[src/rtl/apb_master_mux_if.sv]
// Request/response handshake and APB4 requester bus for apb_master_mux.
// master is the bridge's view; slave is the view of the client and the peripherals.
interface apb_master_mux_if #(
  parameter int ADDR_W     = 8,
  parameter int DATA_W     = 8,
  parameter int NUM_SLAVES = 2
);
  logic                           req_valid;
  logic                           req_ready;
  logic                           req_write;
  logic [ADDR_W-1:0]              req_addr;
  logic [DATA_W-1:0]              req_wdata;
  logic [DATA_W/8-1:0]            req_strb;

  logic                           rsp_valid;
  logic [DATA_W-1:0]              rsp_rdata;
  logic                           rsp_err;

  logic [NUM_SLAVES-1:0]          PSEL;
  logic                           PENABLE;
  logic [ADDR_W-1:0]              PADDR;
  logic                           PWRITE;
  logic [DATA_W-1:0]              PWDATA;
  logic [DATA_W/8-1:0]            PSTRB;
  logic [NUM_SLAVES-1:0]          PREADY;
  logic [NUM_SLAVES*DATA_W-1:0]   PRDATA;
  logic [NUM_SLAVES-1:0]          PSLVERR;

  modport master (
    input  req_valid, req_write, req_addr, req_wdata, req_strb,
    output req_ready,
    output rsp_valid, rsp_rdata, rsp_err,
    output PSEL, PENABLE, PADDR, PWRITE, PWDATA, PSTRB,
    input  PREADY, PRDATA, PSLVERR
  );

  modport slave (
    output req_valid, req_write, req_addr, req_wdata, req_strb,
    input  req_ready,
    input  rsp_valid, rsp_rdata, rsp_err,
    input  PSEL, PENABLE, PADDR, PWRITE, PWDATA, PSTRB,
    output PREADY, PRDATA, PSLVERR
  );
endinterface

[src/rtl/apb_master_mux.sv]
// APB4 requester bridge: valid/ready requests become SETUP/ACCESS transfers to one
// of NUM_SLAVES peripherals, with PSLVERR reporting, wait-state timeout and zero-gap chaining.
module apb_master_mux #(
  parameter int ADDR_W     = 8,
  parameter int DATA_W     = 8,
  parameter int NUM_SLAVES = 2,
  parameter int TIMEOUT    = 16
) (
  input  logic             PCLK,
  input  logic             PRESETn,
  apb_master_mux_if.master bus
);
  localparam int SW     = $clog2(NUM_SLAVES);
  localparam int STRB_W = DATA_W / 8;
  localparam int CNT_W  = (TIMEOUT > 1) ? $clog2(TIMEOUT) : 1;
  localparam logic [CNT_W-1:0] TO_LAST = CNT_W'(TIMEOUT - 1);

  typedef enum logic [1:0] {IDLE, SETUP, ACCESS} state_t;

  state_t                state;
  logic [CNT_W-1:0]      cnt;
  logic [SW-1:0]         sel_idx;
  logic [SW-1:0]         req_idx;
  logic [NUM_SLAVES-1:0] req_sel;
  logic [DATA_W-1:0]     prdata_a [NUM_SLAVES];
  logic [DATA_W-1:0]     sel_rdata;
  logic                  sel_ready;
  logic                  sel_err;
  logic                  timeout_hit;
  logic                  done;
  logic                  req_rdy;
  logic                  accept;

  for (genvar i = 0; i < NUM_SLAVES; i++) begin : g_slv
    assign prdata_a[i] = bus.PRDATA[i*DATA_W +: DATA_W];
  end

  // Only the slave latched at accept is listened to; the others are ignored.
  assign sel_rdata   = prdata_a[sel_idx];
  assign sel_ready   = bus.PREADY[sel_idx];
  assign sel_err     = bus.PSLVERR[sel_idx];

  assign timeout_hit = (TIMEOUT != 0) && (state == ACCESS) && (cnt == TO_LAST) && !sel_ready;
  assign done        = (state == ACCESS) && (sel_ready || timeout_hit);
  assign req_rdy     = (state == IDLE) || done;
  assign accept      = bus.req_valid && req_rdy;
  assign bus.req_ready = req_rdy;

  assign req_idx = bus.req_addr[ADDR_W-1 -: SW];

  always_comb begin
    req_sel          = '0;
    req_sel[req_idx] = 1'b1;
  end

  always_ff @(posedge PCLK or negedge PRESETn) begin
    if (!PRESETn) begin
      state         <= IDLE;
      cnt           <= '0;
      sel_idx       <= '0;
      bus.PSEL      <= '0;
      bus.PENABLE   <= 1'b0;
      bus.PADDR     <= '0;
      bus.PWRITE    <= 1'b0;
      bus.PWDATA    <= '0;
      bus.PSTRB     <= '0;
      bus.rsp_valid <= 1'b0;
      bus.rsp_rdata <= '0;
      bus.rsp_err   <= 1'b0;
    end else begin
      bus.rsp_valid <= 1'b0;
      unique case (state)
        SETUP: begin
          bus.PENABLE <= 1'b1;
          cnt         <= '0;
          state       <= ACCESS;
        end
        ACCESS: begin
          if (done) begin
            // A timeout completes like a normal transfer but forces an error and no data.
            bus.rsp_valid <= 1'b1;
            bus.rsp_rdata <= (sel_ready && !bus.PWRITE) ? sel_rdata : '0;
            bus.rsp_err   <= sel_ready ? sel_err : 1'b1;
            bus.PSEL      <= '0;
            bus.PENABLE   <= 1'b0;
            state         <= IDLE;
          end else begin
            cnt <= cnt + 1'b1;
          end
        end
        default: state <= IDLE;
      endcase

      // Accepting overrides the release above, giving zero-gap back-to-back transfers.
      if (accept) begin
        bus.PADDR   <= bus.req_addr;
        bus.PWRITE  <= bus.req_write;
        if (bus.req_write) bus.PWDATA <= bus.req_wdata;
        bus.PSTRB   <= bus.req_write ? bus.req_strb : {STRB_W{1'b0}};
        bus.PSEL    <= req_sel;
        bus.PENABLE <= 1'b0;
        sel_idx     <= req_idx;
        state       <= SETUP;
      end
    end
  end
endmodule

[src/flat_wrapper.sv]
// flat-port wrapper written by rule: the top's interface ports become plain ports
module apb_master_mux_flat 
#(
  parameter int ADDR_W     = 8,
  parameter int DATA_W     = 8,
  parameter int NUM_SLAVES = 2,
  parameter int TIMEOUT    = 16
)
  (PCLK, PRESETn, bus_req_valid, bus_req_write, bus_req_addr, bus_req_wdata, bus_req_strb, bus_req_ready, bus_rsp_valid, bus_rsp_rdata, bus_rsp_err, bus_PSEL, bus_PENABLE, bus_PADDR, bus_PWRITE, bus_PWDATA, bus_PSTRB, bus_PREADY, bus_PRDATA, bus_PSLVERR);
  apb_master_mux_if #(.ADDR_W(ADDR_W), .DATA_W(DATA_W), .NUM_SLAVES(NUM_SLAVES)) bus_i ();
  input  logic PCLK;
  input  logic PRESETn;
  input wire logic [$bits(bus_i.req_valid)-1:0] bus_req_valid;
  input wire logic [$bits(bus_i.req_write)-1:0] bus_req_write;
  input wire logic [$bits(bus_i.req_addr)-1:0] bus_req_addr;
  input wire logic [$bits(bus_i.req_wdata)-1:0] bus_req_wdata;
  input wire logic [$bits(bus_i.req_strb)-1:0] bus_req_strb;
  output wire logic [$bits(bus_i.req_ready)-1:0] bus_req_ready;
  output wire logic [$bits(bus_i.rsp_valid)-1:0] bus_rsp_valid;
  output wire logic [$bits(bus_i.rsp_rdata)-1:0] bus_rsp_rdata;
  output wire logic [$bits(bus_i.rsp_err)-1:0] bus_rsp_err;
  output wire logic [$bits(bus_i.PSEL)-1:0] bus_PSEL;
  output wire logic [$bits(bus_i.PENABLE)-1:0] bus_PENABLE;
  output wire logic [$bits(bus_i.PADDR)-1:0] bus_PADDR;
  output wire logic [$bits(bus_i.PWRITE)-1:0] bus_PWRITE;
  output wire logic [$bits(bus_i.PWDATA)-1:0] bus_PWDATA;
  output wire logic [$bits(bus_i.PSTRB)-1:0] bus_PSTRB;
  input wire logic [$bits(bus_i.PREADY)-1:0] bus_PREADY;
  input wire logic [$bits(bus_i.PRDATA)-1:0] bus_PRDATA;
  input wire logic [$bits(bus_i.PSLVERR)-1:0] bus_PSLVERR;
  assign bus_i.req_valid = bus_req_valid;
  assign bus_i.req_write = bus_req_write;
  assign bus_i.req_addr = bus_req_addr;
  assign bus_i.req_wdata = bus_req_wdata;
  assign bus_i.req_strb = bus_req_strb;
  assign bus_req_ready = bus_i.req_ready;
  assign bus_rsp_valid = bus_i.rsp_valid;
  assign bus_rsp_rdata = bus_i.rsp_rdata;
  assign bus_rsp_err = bus_i.rsp_err;
  assign bus_PSEL = bus_i.PSEL;
  assign bus_PENABLE = bus_i.PENABLE;
  assign bus_PADDR = bus_i.PADDR;
  assign bus_PWRITE = bus_i.PWRITE;
  assign bus_PWDATA = bus_i.PWDATA;
  assign bus_PSTRB = bus_i.PSTRB;
  assign bus_i.PREADY = bus_PREADY;
  assign bus_i.PRDATA = bus_PRDATA;
  assign bus_i.PSLVERR = bus_PSLVERR;
  apb_master_mux #(.ADDR_W(ADDR_W), .DATA_W(DATA_W), .NUM_SLAVES(NUM_SLAVES), .TIMEOUT(TIMEOUT)) u_core (.PCLK(PCLK), .PRESETn(PRESETn), .bus(bus_i));
endmodule
[config.mk]
export PLATFORM = sky130hd
export DESIGN_NAME = apb_master_mux_flat
export DESIGN_NICKNAME = d
export VERILOG_FILES = /design/src/rtl/apb_master_mux_if.sv /design/src/rtl/apb_master_mux.sv /design/src/flat_wrapper.sv
export SDC_FILE = /design/constraint.sdc
export NUM_CORES = 1
export LEC_CHECK = 0
export CAP_MARGIN = 10
export CELL_PAD_IN_SITES_DETAIL_PLACEMENT = 0
export CELL_PAD_IN_SITES_GLOBAL_PLACEMENT = 1
export CORE_ASPECT_RATIO = 1.5
export CORE_MARGIN = 1
export CORE_UTILIZATION = 34
export DETAILED_ROUTE_END_ITERATION = 8
export PLACE_DENSITY_LB_ADDON = 0.1
export RECOVER_POWER = 100
export SYNTH_ARGS = -nofsm -noshare
export SYNTH_HDL_FRONTEND = slang
export SYNTH_SLANG_ARGS = --single-unit
[constraint.sdc]
create_clock -name PCLK -period 4 [get_ports PCLK]
set_clock_uncertainty 0.05 [all_clocks]
set_input_delay 0.8 -clock PCLK [delete_from_list [all_inputs] [get_ports PCLK]]
set_output_delay 0.8 -clock PCLK [all_outputs]
set_load 0.005 [all_outputs]
* Word level (Yosys, flattened, before mapping)
Index checks and enable logic that the tools add are counted.
Word-level totals: output and inout bits 32, logic and storage cells 67, register bits 38
Cells by class: add/sub/neg operators 1, multiplexer cells 24, equal/unequal tests 5, reductions and logical operators 20, bitwise operators 1, order comparisons 4
Operators by type and width (count):
- 8-bit two-way mux | 4
- 1-bit two-way mux | 11
- 2-bit AND reduction | 5
- 2-bit two-way mux | 4
- 4-bit one-hot mux with 2 select lines | 1
- 1-bit logical AND | 6
- 2-bit nonzero test | 3
- 4-bit by 1-bit adder with 4-bit output, second input constant | 1
- 4-bit equality test, second input constant | 1
- 1-bit by 2-bit less-than comparator with 1-bit output, second input constant | 2
- 4-bit two-way mux | 1
- 2-bit one-hot mux with 2 select lines | 1
- 3-bit by 1-bit inequality test with 1-bit output, second input constant | 1
- 3-bit nonzero test | 1
- 2-bit by 1-bit equality test with 1-bit output, second input constant | 1
- 2-bit equality test, second input constant | 1
- 2-bit >= comparator, second input constant | 1
- 1-bit zero test | 2
- 2-bit zero test | 1
- 1-bit logical OR | 2
- 2-bit inequality test, second input constant | 1
- 1-bit inverter with 2-bit output | 1
- 1-bit one-hot mux with 2 select lines | 1
- 1-bit demux with 1-bit select | 1
- 1-bit >= comparator, second input constant | 1

* Depth between registers and ports, before layout
depth in word-level cells 10, mapped depth 7

* Worst setup path after synthesis
No wires, ideal clock.
kind input to output, from input port bus_PREADY[0], to output port bus_req_ready, setup slack 1.856 ns, stages on the path 3, data arrival time 1.294 ns, cell sequence mux2i_4 > o21a_1 > inv_1
On the way: cells in the longest elaborated chain, start to end 7
Ends and longest elaborated chain:
- start, declared | line flat_wrapper.sv:28 | input wire logic [$bits(bus_i.PREADY)-1:0] bus_PREADY;
- 1-bit two-way mux (implied by the code) * (2 in series) | line apb_master_mux.sv:40 | assign sel_ready = bus.PREADY[sel_idx];
- 1-bit zero test | line apb_master_mux.sv:43 | assign timeout_hit = (TIMEOUT != 0) && (state == ACCESS) && (cnt == TO_LAST) && !sel_ready;
- 1-bit logical AND | line apb_master_mux.sv:43
- 1-bit logical OR * | line apb_master_mux.sv:44 | assign done = (state == ACCESS) && (sel_ready || timeout_hit);
- 1-bit logical AND * | line apb_master_mux.sv:44
- 1-bit logical OR * | line apb_master_mux.sv:45 | assign req_rdy = (state == IDLE) || done;
- end, declared | line flat_wrapper.sv:18 | output wire logic [$bits(bus_i.req_ready)-1:0] bus_req_ready;
Mark *: on every way between the ends. The rest lies on a longest branch, timed or not. The select of a mux whose other input is x is not followed.

* Final worst setup path
from input port bus_PREADY[1], to output port bus_req_ready
Same word-level chain as after synthesis.

==> impl_results.md <==
* Setup TNS at 0 ps
* Initial antenna violation count at 0
* Pin slew with the least headroom to its limit at 2020 ps
* Fillers at between 400 and 500
* Drt first pass iters at 4
* Met2 GRT Util at 0.295
* Die width at between 60 and 70 µm
* Cts bufs inserted at 5
* VDD IR max at 0.000307 V
* Largest net degree at the start of global routing at 38
* Synth Net Count at between 200 and 250
* WP data arrival at 2390 ps
* Sw Pwr at 0.573 mW
* Setup violators final at 0
* Reg area at 926 µm²
* Crit path required time at around 3200 ps
* Setup CP Type: in -> out
* Initial DRC Count at 34
* Overflow after GRT at 0
* Detail Route Antenna Nets at 0
* Min Clock Period, post-route at 3240 ps
* Top post-synthesis cells by area: dfrtp_1 51%, nand2_1 9.1%, o22ai_1 6.2%, mux2i_1 6.0%, mux2_2 5.6%
* Residual DRC count at 0
* Placed inst area at between 2000 and 3000 µm²
* HP Class: reg -> reg
* Fin. max-slew vios at 38
* H-tree Lvls at 2
* Mapped Cells at 177
* Post-synth top flop: dfrtp_1
* Ant diodes at 0
* Internal at 1.05 mW
* Die area at 5660 µm²
* Pre-CTS setup slack at 876 ps
* Number of global-route vias before repair at around 1600
* Starting Density at 0.352
* MaxCap Viol Count at 1
* Leading area contributor after synthesis: dfrtp_1
* R2R cell count at 5
* Setup crit end kind: output port
* Core footprint at 5160 µm²
* Sequential share of the synthesized area at 0.509
* Final worst slack at approximately 760 ps
* Busiest layer in global routing: met2
* Final nets at ~290
* Asr flop ratio synth at 1.00
* Area occupied by multi-input gates at 796 µm²
* First-pass GRT wire length at 7590 µm
* Detailed placer's ending HPWL at between 3000 and 4000 µm
* Placer Congestion at 0.781
* Layout area overhead at 45.1%
* RSZ-0062 raised after global routing: false
* Post-synthesis instance area at 1820 µm²
* Netlist cell types at 35
* Maximum clock insertion buffer count at 2
* Comb power frac at 0.462
* Vias at approximately 1600
* Flop pwr share at 0.381
* Status: complete, but fails checks
* Post-CTS Hold Fix Bufs at 0
* CP max FO at 4
* Row cnt at 32
* Slew HR at -0.344
* IO Port Bufs at 72
* Root Buffer Master: clkbuf_8
* CTS tree: done
* Post-CTS sizing at 0
* Total chip power at approximately 1.6 mW
* Worst-skew pair later-pin latency at 290 ps
* Clk slew on worst S/H paths at approximately 80 ps
* Drt wl/cell at 14.5 µm
* Final Hold Viols at 0
* Share of cells above drive strength 1 at 0.0763
* Vias per inst at around 5
* Met3 Usage GRT at 0.0381
* Io pins at 73
* Number of synthesized flops with an enable pin at 0
* Met1 Use GR at 0.221
* Static Leak at approximately 1.2 nW
* Avg Cell Area, Syn at between 10 and 15 µm²
* Postcts setup bufs at 0
* Tcrit/Tclk final at 0.811
* Clk sink count at 37
* P per Cell Area at roughly 600 nW/µm²
* Failing checks: capacitance limit, slew limit
* Warnings from Yosys at 0
* Die height at 91.6 µm
* Clk network pwr share at 0.157
* Post-Layout Inst Area at roughly 2600 µm²
* WL final at between 4000 and 5000 µm
* FMAX at a little over 300 MHz
* Hold Crit Depth at 1
* Switch share at 0.353
* GRT Total Usage at 0.179
* Seq cells post-synth at 37
* Critical Path Start Type: primary input
* Top cell type's share of synthesized area at 0.509
## per-stage QoR
step | instances | util | hold slack [ps]
floorplan | 177 | - | 434
global placement | 309 | 0.500 | 439
detailed placement | 309 | 0.500 | 445
CTS | 317 | 0.516 | 463
global route | 317 | 0.511 | 477
finish | 317 | 0.511 | 452
## layer usage
layer / wire (µm) / vias up
li1: - / 771
met1: 2000 / 771
met2: 2250 / 49
met3: 255 / 6
met4: 82 / 0
met5: 0 / -
## cells in the mapped netlist, drive strengths merged, types with 2 or more instances
cell and n:
dfrtp 37, mux2 9, mux2i 12, buf 8, nor2 2, o22ai 18, and2 2, ha 4
inv 6, nand3 4, a21oi 2, nand4 4, clkbuf 3, nor3 8, nand2 44
## placed cells by master, fill, tap and decap left out, types with 2 or more instances in the layout
cell type,instances
a21oi_1,2
clkbuf_1,4
clkbuf_8,5
clkdlybuf4s50_1,39
clkinv_2,2
dfrtp_1,37
dlygate4sd3_1,32
ha_1,4
inv_1,6
mux2_2,9
mux2i_1,11
nand2_1,44
nand3_1,3
nand4_1,4
nor2_1,2
nor3_1,8
o22ai_1,18
## cells by family after synthesis
group | share of synthesized area
buffers and inverters | 0.0454
multiplexers | 0.129
AO/OA/AOI/OAI | 0.127
flip-flops | 0.509
AND/OR/NAND/NOR | 0.163
adder cells (fa/ha/maj) | 0.0275
## state kept, by name, summed over array words and instances, names as in the netlist
name	count
u_core.cnt	4
u_core.bus.PWRITE	1
u_core.bus.rsp_err	1
u_core.bus.rsp_valid	1
u_core.bus.rsp_rdata	8
u_core.bus.PENABLE	1
u_core.bus.PADDR	8
u_core.bus.PWDATA	8
u_core.bus.PSTRB	1
u_core.bus.PSEL	2
u_core.state	2
## power groups by stage
stage / clock (mW) / combinational [mW] / sequential, mW
after floorplan: 0 / 0.424 / 0.619
after global placement: 0 / 0.817 / 0.634
after detailed placement: 0 / 0.820 / 0.630
after CTS: 0.263 / 0.823 / 0.626
after global routing: 0.279 / 0.828 / 0.640
final: 0.255 / 0.750 / 0.618
## final timing paths
| kind | slack, ps | end | start |
|---|---|---|---|
| setup / recovery | 760 | bus_req_ready | bus_PREADY[1] |
| hold / removal | 450 | u_core.bus.rsp_rdata[0]$_DFFE_PN0P_ | u_core.bus.rsp_rdata[0]$_DFFE_PN0P_ |
| setup reg to reg | 1390 | u_core.bus.rsp_rdata[5]$_DFFE_PN0P_ | u_core.state[0]$_DFFE_PN0P_ |
| hold reg to reg | 450 | u_core.bus.rsp_rdata[0]$_DFFE_PN0P_ | u_core.bus.rsp_rdata[0]$_DFFE_PN0P_ |
| max in group asynchronous | 1720 | u_core.bus.rsp_valid$_DFF_PN0_ | PRESETn |
| min in group asynchronous | 1020 | u_core.bus.PWRITE$_DFFE_PN0P_ | PRESETn |
## layout make-up
cell class | instances | area share
tap | 68 | 0.0322
sequential | 37 | 0.351
timing repair buffer | 75 | 0.276
clock inverter | 2 | 0.00379
inverter | 6 | 0.00853
multi-input combinational | 123 | 0.301
clock buffer | 6 | 0.0275
## critical path, cell delays in order
cell and delay (ps):
dlygate4sd3_1 600, mux2i_4 90, o21a_1 190, inv_1 130, dlygate4sd3_1 590
Power figures use the tool's default switching activity.
==> variant, RTL diff (config.mk and constraints unchanged) <==
`NUM_SLAVES` is set to 2 in 3 places; all go to 4.
--- a/src/rtl/apb_master_mux_if.sv
+++ b/src/rtl/apb_master_mux_if.sv
@@ -5,3 +5,3 @@
   parameter int DATA_W     = 8,
-  parameter int NUM_SLAVES = 2
+  parameter int NUM_SLAVES = 4
 );
--- a/src/rtl/apb_master_mux.sv
+++ b/src/rtl/apb_master_mux.sv
@@ -5,3 +5,3 @@
   parameter int DATA_W     = 8,
-  parameter int NUM_SLAVES = 2,
+  parameter int NUM_SLAVES = 4,
   parameter int TIMEOUT    = 16
--- a/src/flat_wrapper.sv
+++ b/src/flat_wrapper.sv
@@ -5,3 +5,3 @@
   parameter int DATA_W     = 8,
-  parameter int NUM_SLAVES = 2,
+  parameter int NUM_SLAVES = 4,
   parameter int TIMEOUT    = 16
Interface: changed (resized bus_PRDATA, bus_PREADY, bus_PSEL and bus_PSLVERR); port bits go from 73 to 95. The function was not compared with the original's and may differ.
==> variant against the original RTL <==
The flow still finishes with violations (max-capacitance violations, max-slew violations). Worst setup slack lost 0.32 ns. Core utilization is 3.8 points higher. Synthesized area grew 5.6%. Cell area is 13% higher. First-iteration DRC count increased by 35%. Total power increased by 18%. Sequential cell count grew 2. Global-route usage shrank 0.54 points. Combinational power grew 15%. Routed wire length grew 2.0%. Critical endpoint unchanged.
==> variant: results (changes against the original RTL) <==
Run status
  – Outcome: finished with violations (unchanged)
  – Failing checks: max-capacitance violations, max-slew violations (unchanged)

Timing
  – Pins Over Slew Limit: 40 (was 38)
  – Worst slew margin: -40.6% (was -34.4%)

Min path
  – HP Class: reg -> reg (unchanged)

Global route
  – Vias in the first global route: 1612 (was 1611)
  – GRT Resource Usage Total: 17.3% (was 17.9%)
  – First-pass GRT wire length: 7.76 mm (was 7.59 mm)
  – Pin count of the biggest net entering global routing: 40 (was 38)

Drt
  – Initial drt markers: 46 (was 34)
  – Via count: 1522 (was 1597)
  – WL/cell: 15.4 µm (was 14.5 µm)

Yosys
  – Yosys cell types: 36 (was 35)
  – Post-Synthesis Cells: 138 (was 177)
  – Most frequent cells after synthesis: dfrtp_1 (39), mux2_2 (15), mux4_2 (10) (was nand2_1 (44), dfrtp_1 (37), o22ai_1 (18))
  – Post-synthesis adder-cell area fraction: 2.60% (was 2.75%)
  – Synth top area cells: dfrtp_1 (51%), mux4_2 (12%), mux2_2 (8.8%) (was dfrtp_1 (51%), nand2_1 (9.1%), o22ai_1 (6.2%))
  – Mux cell area share after synthesis: 23.1% (was 12.9%)
  – Post-Syn Nets: 203 (was 222)
  – Synth Area in Compound Gates: 12.8% (was 12.7%)

Worst setup path
  – Worst Path Arrival: 2.71 ns (was 2.39 ns)
  – R2r setup slk: 1.37 ns (was 1.39 ns)
  – Worst R2R Path Depth: 6 (was 5)
  – Crit path max fanout: 11 (was 4)
  – Crit path from: bus_PREADY[3] (was bus_PREADY[1])

Placed design
  – RePlAce Congestion: 0.706 (was 0.781)
  – DP HPWL: 3.60 mm (was 3.17 mm)

Job
  – Max Cap Viol: 1 (unchanged)

Pwr
  – Static leakage: 1.26 nW (was 1.17 nW)

Final layout
  – Share of layout cells above drive strength 1: 14.6% (was 7.63%)
[variant: power by group through the flow]
stage	Sequential, mW	Clock [mW]	Combinational [mW]
floorplan	0.665	0	0.522
global placement	0.670	0	0.948
detailed placement	0.680	0	0.965
CTS	0.674	0.402	0.969
global route	0.693	0.418	0.940
finish	0.665	0.388	0.864
[variant: worst min path at each step]
stage / from / to / slack, ns
floorplan: u_core.cnt[3] / u_core.cnt[3] / 0.41
global placement: u_core.bus.rsp_rdata[0] / u_core.bus.rsp_rdata[0] / 0.44
detailed placement: u_core.bus.rsp_rdata[1] / u_core.bus.rsp_rdata[1] / 0.44
CTS: u_core.cnt[3] / u_core.cnt[3] / 0.46
global route: u_core.bus.PADDR[1] / u_core.bus.PADDR[1] / 0.47
finish: u_core.bus.PADDR[5] / u_core.bus.PADDR[5] / 0.44
[variant: critical path, stage by stage]
cell and delay [ns]:
dlygate4sd3_1 0.53, mux4_2 0.60, o21ai_0 0.26, nand2b_1 0.08
clkdlybuf4s50_1 0.44
[variant: logic make-up after synthesis]
group                      Yosys count
and+or+nand+nor                     23
adders and majority gates            4
muxes                               29
DFF                                 39
buffers and inverters               15
AOI/OAI and AO/OA                   28
[variant: cell type report]
cell class | instances | area (µm²)
inverters | 6 | 22.5
clock inverters | 2 | 60.1
repair buffers | 96 | 946
clock buffers | 6 | 72.6
fillers | 499 | 2450
flip-flops and latches | 39 | 976
multi-input cells | 84 | 832
well taps | 70 | 87.6
[variant: metal layers]
| metal | up-vias | GRT usage, % | wire (µm) |
|---|---|---|---|
| met1 | 749 | 18.6 | 1690 |
| li1 | 705 | - | - |
| met2 | 62 | 31.1 | 2610 |
| met4 | 0 | 7.39 | 80 |
| met3 | 6 | 4.98 | 303 |
| met5 | - | 0 | 0 |
[variant: stage by stage]
| stage | area [µm²] | hold WS (ns) | setup WS (ns) |
|---|---|---|---|
| CTS | 3030 | 0.458 | 0.626 |
| detailed placement | 2900 | 0.440 | 0.628 |
| floorplan | 1920 | 0.413 | 1.45 |
| global placement | 2900 | 0.438 | 0.643 |
| finish | 3000 | 0.444 | 0.438 |
| global route | 3000 | 0.473 | 0.364 |
